[src/rtl/uart_tx_fifo.sv]
// Byte FIFO feeding an 8N1 UART serializer; producers write with a one-cycle
// strobe and back off on full, dropped writes latch a sticky overflow flag.
module uart_tx_fifo #(
  parameter int CLK_HZ = 27000000,
  parameter int BAUD   = 115200,
  parameter int DEPTH  = 16
) (
  input  logic                     clk,
  input  logic                     rst,
  input  logic                     wr_en,
  input  logic [7:0]               wr_data,
  output logic                     full,
  output logic                     overflow,
  output logic [$clog2(DEPTH):0]   level,
  output logic                     busy,
  output logic                     uart_tx
);

  localparam int CPB = CLK_HZ / BAUD;
  localparam int AW  = $clog2(DEPTH);
  localparam int LW  = AW + 1;
  localparam int CW  = $clog2(CPB);

  generate
    if (CPB < 2) begin : g_bad_baud
      $error("CLK_HZ/BAUD must be at least 2");
    end
    if (DEPTH < 2 || (DEPTH & (DEPTH - 1)) != 0) begin : g_bad_depth
      $error("DEPTH must be a power of 2 and at least 2");
    end
  endgenerate

  typedef enum logic [1:0] {IDLE, START, DATA, STOP} state_t;

  state_t          state;
  logic [7:0]      mem [DEPTH];
  logic [AW-1:0]   wptr;
  logic [AW-1:0]   rptr;
  logic [CW-1:0]   bcnt;
  logic [2:0]      bidx;
  logic [7:0]      shift;
  logic            push;
  logic            pop;
  logic            bit_done;
  logic [LW-1:0]   level_nx;

  // Handshake: a byte is accepted on any cycle with wr_en=1 and full=0; there
  // is no stall, so a write seen while full is discarded and flagged.
  assign push     = wr_en && !full;
  assign bit_done = (bcnt == CW'(CPB - 1));
  assign pop      = (level != '0) &&
                    ((state == IDLE) || ((state == STOP) && bit_done));

  always_comb begin
    level_nx = level;
    if (push && !pop)
      level_nx = level + 1'b1;
    else if (!push && pop)
      level_nx = level - 1'b1;
  end

  always_ff @(posedge clk) begin
    if (push)
      mem[wptr] <= wr_data;
  end

  always_ff @(posedge clk) begin
    if (rst) begin
      wptr     <= '0;
      rptr     <= '0;
      level    <= '0;
      full     <= 1'b0;
      overflow <= 1'b0;
    end else begin
      if (push)
        wptr <= wptr + 1'b1;
      if (pop)
        rptr <= rptr + 1'b1;
      level <= level_nx;
      full  <= (level_nx == LW'(DEPTH));
      if (wr_en && full)
        overflow <= 1'b1;
    end
  end

  // Serializer: a popped byte goes straight to START, so frames chain with
  // no idle gap when the FIFO still holds data at the end of STOP.
  always_ff @(posedge clk) begin
    if (rst) begin
      state   <= IDLE;
      uart_tx <= 1'b1;
      busy    <= 1'b0;
      bcnt    <= '0;
      bidx    <= '0;
      shift   <= '0;
    end else begin
      case (state)
        IDLE: begin
          uart_tx <= 1'b1;
          if (pop) begin
            shift   <= mem[rptr];
            state   <= START;
            busy    <= 1'b1;
            uart_tx <= 1'b0;
            bcnt    <= '0;
          end
        end
        START: begin
          if (bit_done) begin
            bcnt    <= '0;
            bidx    <= '0;
            state   <= DATA;
            uart_tx <= shift[0];
          end else begin
            bcnt <= bcnt + 1'b1;
          end
        end
        DATA: begin
          if (bit_done) begin
            bcnt <= '0;
            if (bidx == 3'd7) begin
              state   <= STOP;
              uart_tx <= 1'b1;
            end else begin
              bidx    <= bidx + 1'b1;
              shift   <= shift >> 1;
              uart_tx <= shift[1];
            end
          end else begin
            bcnt <= bcnt + 1'b1;
          end
        end
        STOP: begin
          if (bit_done) begin
            bcnt <= '0;
            if (pop) begin
              shift   <= mem[rptr];
              state   <= START;
              uart_tx <= 1'b0;
            end else begin
              state <= IDLE;
              busy  <= 1'b0;
            end
          end else begin
            bcnt <= bcnt + 1'b1;
          end
        end
        default: begin
          state   <= IDLE;
          busy    <= 1'b0;
          uart_tx <= 1'b1;
        end
      endcase
    end
  end

endmodule

[config.mk]
export PLATFORM = sky130hd
export DESIGN_NAME = uart_tx_fifo
export DESIGN_NICKNAME = d
export VERILOG_FILES = /design/src/rtl/uart_tx_fifo.sv
export SDC_FILE = /design/constraint.sdc
export NUM_CORES = 1
export LEC_CHECK = 0
export ABC_CLOCK_PERIOD_IN_PS = 4250
export BUFFER_PORTS_ARGS = -buffer_cell sky130_fd_sc_hd__buf_2
export CORE_MARGIN = 2
export CORE_UTILIZATION = 60
export DETAILED_ROUTE_END_ITERATION = 16
export PLACE_DENSITY_LB_ADDON = 0.1
export SYNTH_ARGS = -nofsm -noshare
export SYNTH_HDL_FRONTEND = slang
export SYNTH_SLANG_ARGS = --single-unit
[constraint.sdc]
create_clock -name clk -period 4.25 [get_ports clk]
set_input_delay 0.425 -clock clk [delete_from_list [all_inputs] [get_ports clk]]
set_output_delay 0.425 -clock clk [all_outputs]
set_load 0.1 [all_outputs]
==> results.py, run 1 <==
metrics = {
    "die": {
        "ios": 20,
        "core_um2": 11900,
        "rows": 40,
        "dieArea_um2": 12900,
        "die_y_um": 114,
        "die_width_um": 114,
        "start_util_pct": 60.8,
    },
    "power": {
        "cellLeakagePower_nw": 2.70,
        "powerDensity_nw_per_um2": 629,
        "peakVddDrop_v": 0.000381,
        "fin_total_pwr_w": 0.00504,
    },
    "timing": {
        "tightestPinTransition_ns": 0.992,
        "layout_min_cycle_time_ns": 2.62,
        "final_max_slew_viol_count": 0,
        "fin_crit_sh_pct": 61.7,
        "slew_headroom_pct": 33.8,
        "hold_slack_ns": 0.233,
        "fmax_mhz": 381,
        "grt_setup_unrepaired": "no",
        "hold_viol_final": 0,
        "finalSetupViolations": 0,
        "skew_ns": 0.00726,
        "fin_setup_tns_ns": 0,
    },
    "cells_and_area": {
        "fillCellCount": 809,
        "drive_above_1_share_pct": 18.2,
        "fin_nets": 551,
        "area_growth_pct": 11.0,
        "antenna_cells": 0,
        "ff_latch_area_um2": 4690,
        "multi_input_area_um2": 2380,
    },
    "cts": {
        "cts_max_level": 4,
        "ctsResizeCount": 0,
        "clkLatencyLatePin_ns": 0.43,
        "cts_root_buf": "clkbuf_16",
        "ctsHoldBuffers": 0,
        "cts_tree": "yes",
        "numCtsBuffers": 17,
        "clockBufferDepth": 2,
        "cts_sinks": 170,
        "postCtsSetupRepairBufs": 0,
        "path_clk_slew_ns": 0.06,
    },
    "critical_path": {
        "cp.required_ns": 4.54,
        "critPathMaxFanout": 14,
        "critical-path-max-stage-delay_ns": 0.76,
        "cp.buffers_inverters": 1,
        "critical_path_class": "reg -> reg",
        "cpMostUsedCell": "nor2_1",
        "crit_family": "simple AND/OR/NAND/NOR gates",
        "cp_slowest_cell": "nor2_1",
        "worstPathCellList": "inv_1, ha_1, nor4b_4, or2_2, a2111oi_4, nor2_1, mux2i_1, nor2_1",
        "end_kind": "flip-flop",
        "worstSetupPathDepth": 8,
        "crit_arrival_ns": 2.91,
        "reg2reg_depth": 8,
        "startpoint_type": "flip-flop",
    },
    "status": {
        "status": "finished clean",
    },
    "synthesis": {
        "synth_edf_count": 128,
        "async_flop_share_pct": 0,
        "netlist.area_leader.share_pct": 53.3,
        "synth_area_leaders": "edfxtp_1 (53%), dfxtp_1 (12%), mux4_2 (7.2%)",
        "synth_warnings": 0,
        "ys_ff_latch": 170,
        "synthDistinctLibCells": 54,
        "netlist_instances": 501,
        "synth_top_cell_by_area": "edfxtp_1",
        "avgSynthCellArea_um2": 14.4,
        "syn_nets": 530,
        "ys_seq_area_share_pct": 65.0,
        "ys.flop_type": "edfxtp_1",
        "syn_area_um2": 7210,
    },
    "drt": {
        "vias_per_cell": 6.11,
        "drt_iter0_drc": 442,
        "route.final.wire_length_um": 14200,
        "drcViolationCount": 0,
        "drtPass1Iterations": 5,
        "wl_per_cell_um": 20.9,
        "vias": 4158,
        "ant_nets": 0,
    },
    "worst_hold_path": {
        "hold_class": "in -> reg",
        "holdPathStages": 3,
    },
    "place": {
        "portBuffers": 19,
        "dp_hpwl_um": 9160,
        "place.gp.congestion": 0.818,
    },
    "grt": {
        "grt_pass1_vias": 4154,
        "grt_max_degree": 45,
        "grtUsageTotal_pct": 24.4,
        "gr-total-overflow": 0,
        "grt_pass1_wl_um": 22800,
        "antenna_found_initial": 0,
    },
    "flow_run": {
        "maxCapViolCount": 0,
    },
}
==> cells in the mapped netlist, types with 2 or more instances <==
cell and n:
buf_2 6, nor2b_1 12, o22ai_1 7, xor2_1 5, ha_1 18, or3_1 2
a211oi_1 8, o41ai_2 2, nor2_1 53, nand3b_1 6, mux2i_1 22, o21a_1 2
nand2b_1 4, xnor2_1 4, o41ai_1 3, nand4_1 3, dfxtp_1 42, o21ai_0 13
edfxtp_1 128, a221oi_1 2, a21oi_1 18, a311oi_1 3, mux4_2 23, a22oi_1 5
and3_1 7, clkbuf_1 15, mux2_2 6, inv_1 8, o21ai_2 2, nor3_1 10
nand3_1 4, and2_1 2, nand2_1 35
==> worst paths after layout <==
path	start	end	slack, ns
worst max-delay path	level[0]$_SDFF_PP0_	shift[2]$_SDFFE_PP0P_	1.63
worst min register to register	overflow$_SDFFE_PP0P_	overflow$_SDFFE_PP0P_	0.46
worst min-delay path	wr_en	overflow$_SDFFE_PP0P_	0.23
worst max register to register	level[0]$_SDFF_PP0_	shift[2]$_SDFFE_PP0P_	1.63
==> report_power, final <==
group	switching [W]	total (W)	internal [W]
sequential	0.000138	0.00205	0.00191
combinational	0.000928	0.00148	0.000556
clock	0.000635	0.00150	0.000866
total	0.00170	0.00504	0.00333
==> layout by cell type (no fill, tap or decap), drive strengths merged, types with 8 or more instances in the layout <==
master	count
a211oi	8
a21oi	18
buf	26
clkbuf	18
dfxtp	42
edfxtp	128
ha	18
inv	12
mux2i	22
mux4	23
nand2	35
nor2	54
nor2b	12
nor3	10
o21ai	16
==> tightest hold or removal path: stages <==
cell,delay [ns]
buf_2,0.08
a21oi_1,0.05
nor2_1,0.07
==> stage by stage <==
stage	setup slack, ns	instances	utilization [%]	instance area, um^2
after floorplan	1.23	501	-	7210
after global placement	1.71	650	62.6	7430
after detailed placement	1.63	650	62.6	7430
after CTS	1.64	681	67.5	8000
after global routing	1.40	681	67.5	8000
final	1.63	681	67.5	8000
==> per-layer routing <==
layer | up-vias | GRT usage (%) | routed length [um]
met1 | 2055 | 32.2 | 6150
met3 | 17 | 7.07 | 810
met4 | 0 | 9.51 | 227
li1 | 1952 | - | -
met5 | - | 0 | 0
met2 | 134 | 39.0 | 7040
==> registers in the layout, indices dropped and copies added, names as in the netlist, named ones only <==
| signal | flops |
|---|---|
| mem | 128 |
| bidx | 3 |
| state | 2 |
| bcnt | 8 |
| shift | 8 |
| busy | 1 |
| wptr | 4 |
| rptr | 4 |
| overflow | 1 |
| uart_tx | 1 |
| full | 1 |
| level | 5 |
==> kinds of logic (layout without fill, tap and decap cells) <==
family          after synthesis  after routing  synth area share (%)
flops                       170            170                  65.0
simple gates                147            147                  10.3
compound gates               73             73                  7.21
mux                          52             52                  11.3
buf+inv                      32             65                  1.93
fa+ha+maj                    18             18                  3.13
xor+xnor                      9              9                  1.09
==> cell type report <==
cell class                      instances  share of cell area, %
Clock buffer                           18                   5.36
Clock inverter                         13                   1.77
Inverter                                8                  0.375
Multi-Input combinational cell        299                   29.8
Sequential cell                       170                   58.6
Tap cell                              147                   2.30
Timing Repair Buffer                   26                   1.85
Power figures use the tool's default switching activity.
==> inputs of run 2 (changes only) <==
Settings changed: ABC_CLOCK_PERIOD_IN_PS 4250 to 2200, CORE_UTILIZATION 60 to 56.
Clock period 4.25 ns to 2.2 ns, I/O delays scaled along.
==> run 2 against run 1 <==
Against the previous run:
- count of clock-buffer cells in the layout is the same
- sequential share of layout area shrank 3.2 points
- largest cell class unchanged
- flip-flop and latch count is the same
- largest power group unchanged
- maximum frequency grew 23%
- first-iteration DRC count shrank 39%
- combinational power grew 130%
==> results.py, run 2 (synthesis results as in run 1) <==
metrics = {
    "place": {
        "preCtsSetupSlack_ns": -0.00147,
        "dpl_cell_area_um2": 7780,
        "dp_cells": 714,
        "portBuffers": 19,
        "dp_hpwl_um": 9930,
        "place.gp.congestion": 0.869,
    },
    "cells_and_area": {
        "final_common_cell": "edfxtp_1",
        "drive_above_1_share_pct": 28.2,
        "fin_nets": 594,
        "area_growth_pct": 17.9,
        "fillCellCount": 875,
        "largest_register_ffs": 128,
        "antenna_cells": 0,
        "top_register": "mem",
        "multi_input_area_um2": 2450,
        "post-route-util_pct": 67.6,
        "stdcell_count": 749,
        "ff_latch_area_um2": 4710,
        "layout_common_cells": "edfxtp_1 (128), nor2_1 (52), buf_4 (47)",
        "largest_registers": "mem x128, bcnt x8, shift x8",
        "fin_area_um2": 8500,
    },
    "grt": {
        "grtUsageMet1_pct": 29.3,
        "grtUsageTotal_pct": 22.4,
        "antenna_found_initial": 0,
        "gr-total-overflow": 0,
        "top_usage_layer": "met2",
        "grt_pass1_wl_um": 23200,
        "met3_usage_pct": 5.35,
        "grt_max_degree": 24,
        "grt_pass1_vias": 4238,
        "grt_use_met2_pct": 37.6,
    },
    "die": {
        "die_y_um": 117,
        "core_um2": 12600,
        "start_util_pct": 57.3,
        "ios": 20,
        "dieArea_um2": 13800,
        "rows": 41,
        "die_width_um": 117,
    },
    "drt": {
        "drt_iter0_drc": 270,
        "drcViolationCount": 0,
        "route.final.wire_length_um": 14600,
        "drtPass1Iterations": 4,
        "wl_per_cell_um": 19.5,
        "ant_nets": 0,
        "vias": 4236,
        "vias_per_cell": 5.66,
    },
    "timing": {
        "slew_headroom_pct": 57.9,
        "hold_viol_final": 0,
        "finalWorstSetupSlack_ns": 0.0644,
        "layout_min_cycle_time_ns": 2.14,
        "final_max_slew_viol_count": 0,
        "finalSetupViolations": 0,
        "tightestPinTransition_ns": 0.631,
        "fmax_mhz": 468,
        "hold_slack_ns": 0.0363,
        "skew_ns": 0.00660,
        "fin_crit_sh_pct": 97.1,
    },
    "cts": {
        "cts_sinks": 170,
        "cts_root_buf": "clkbuf_16",
        "path_clk_slew_ns": 0.07,
        "numCtsBuffers": 17,
        "cts_tree": "yes",
        "ctsHoldBuffers": 0,
        "cts_max_level": 4,
        "clockBufferDepth": 2,
        "clkLatencyLatePin_ns": 0.42,
    },
    "critical_path": {
        "startpoint_type": "flip-flop",
        "end_kind": "flip-flop",
        "cp.required_ns": 2.53,
        "critical_path_class": "reg -> reg",
        "reg2reg_depth": 8,
        "crit_arrival_ns": 2.46,
        "critPathMaxFanout": 7,
    },
    "worst_hold_path": {
        "hold_class": "in -> reg",
        "holdPathStages": 3,
    },
    "flow_run": {
        "maxCapViolCount": 0,
    },
    "status": {
        "status": "finished clean",
    },
    "power": {
        "peakVddDrop_v": 0.000932,
        "cellLeakagePower_nw": 2.98,
        "powerDensity_nw_per_um2": 1220,
    },
}
run 2: cell types whose count changed in the layout (fill, tap and decap cells not counted), sizes merged:
cell      before  now
buf           26   69
clkinvlp       2    1
clkinv         5    3
bufinv         2    3
inv           12   14
run 2: per-stage QoR:
| stage | TNS, ns | power [W] |
|---|---|---|
| after floorplan | -0.0753 | 0.00634 |
| after global placement | 0 | 0.00713 |
| after detailed placement | -0.00147 | 0.00720 |
| after CTS | 0 | 0.0103 |
| after global routing | -0.0273 | 0.0109 |
| final | 0 | 0.0104 |
run 2: area by class of cell:
| cell class | instances | share of cell area, % |
|---|---|---|
| Multi-Input combinational cell | 299 | 28.9 |
| Timing Repair Buffer | 69 | 5.67 |
| Sequential cell | 170 | 55.4 |
| Inverter | 8 | 0.353 |
| Tap cell | 172 | 2.53 |
| Clock buffer | 18 | 5.05 |
| Clock inverter | 13 | 2.16 |
run 2: worst paths after layout:
| path | start | endpoint | slack (ns) |
|---|---|---|---|
| min | wr_en | overflow$_SDFFE_PP0P_ | 0.04 |
| max | bcnt[1]$_SDFFE_PP0P_ | shift[4]$_SDFFE_PP0P_ | 0.06 |
| max reg2reg | bcnt[1]$_SDFFE_PP0P_ | shift[4]$_SDFFE_PP0P_ | 0.06 |
| min reg2reg | overflow$_SDFFE_PP0P_ | overflow$_SDFFE_PP0P_ | 0.46 |
run 2: power breakdown:
group	switching, W	total [W]	internal [W]
Combinational	0.00193	0.00334	0.00141
Sequential	0.000234	0.00395	0.00372
Clock	0.00126	0.00308	0.00182
run 2: timing repair:
action,in CTS,in global routing
pin swaps,0,9
endpoints found under the setup margin,1,10
resized for setup,1,18
setup buffers,0,4
run 2: per-layer routing:
layer / share of wire [%] / up-vias
li1: - / 2032
met1: 43 / 2112
met2: 51 / 79
met3: 4.6 / 13
met4: 1.6 / 0
met5: 0 / -
run 2: critical path: stages, from the launching register on:
cell and delay, ns:
dfxtp_2 0.33, inv_2 0.06, ha_4 0.12, nand4_1 0.18, or2_4 0.36, a2111oi_4 0.44
nor2_4 0.10, buf_6 0.15, o41ai_2 0.29
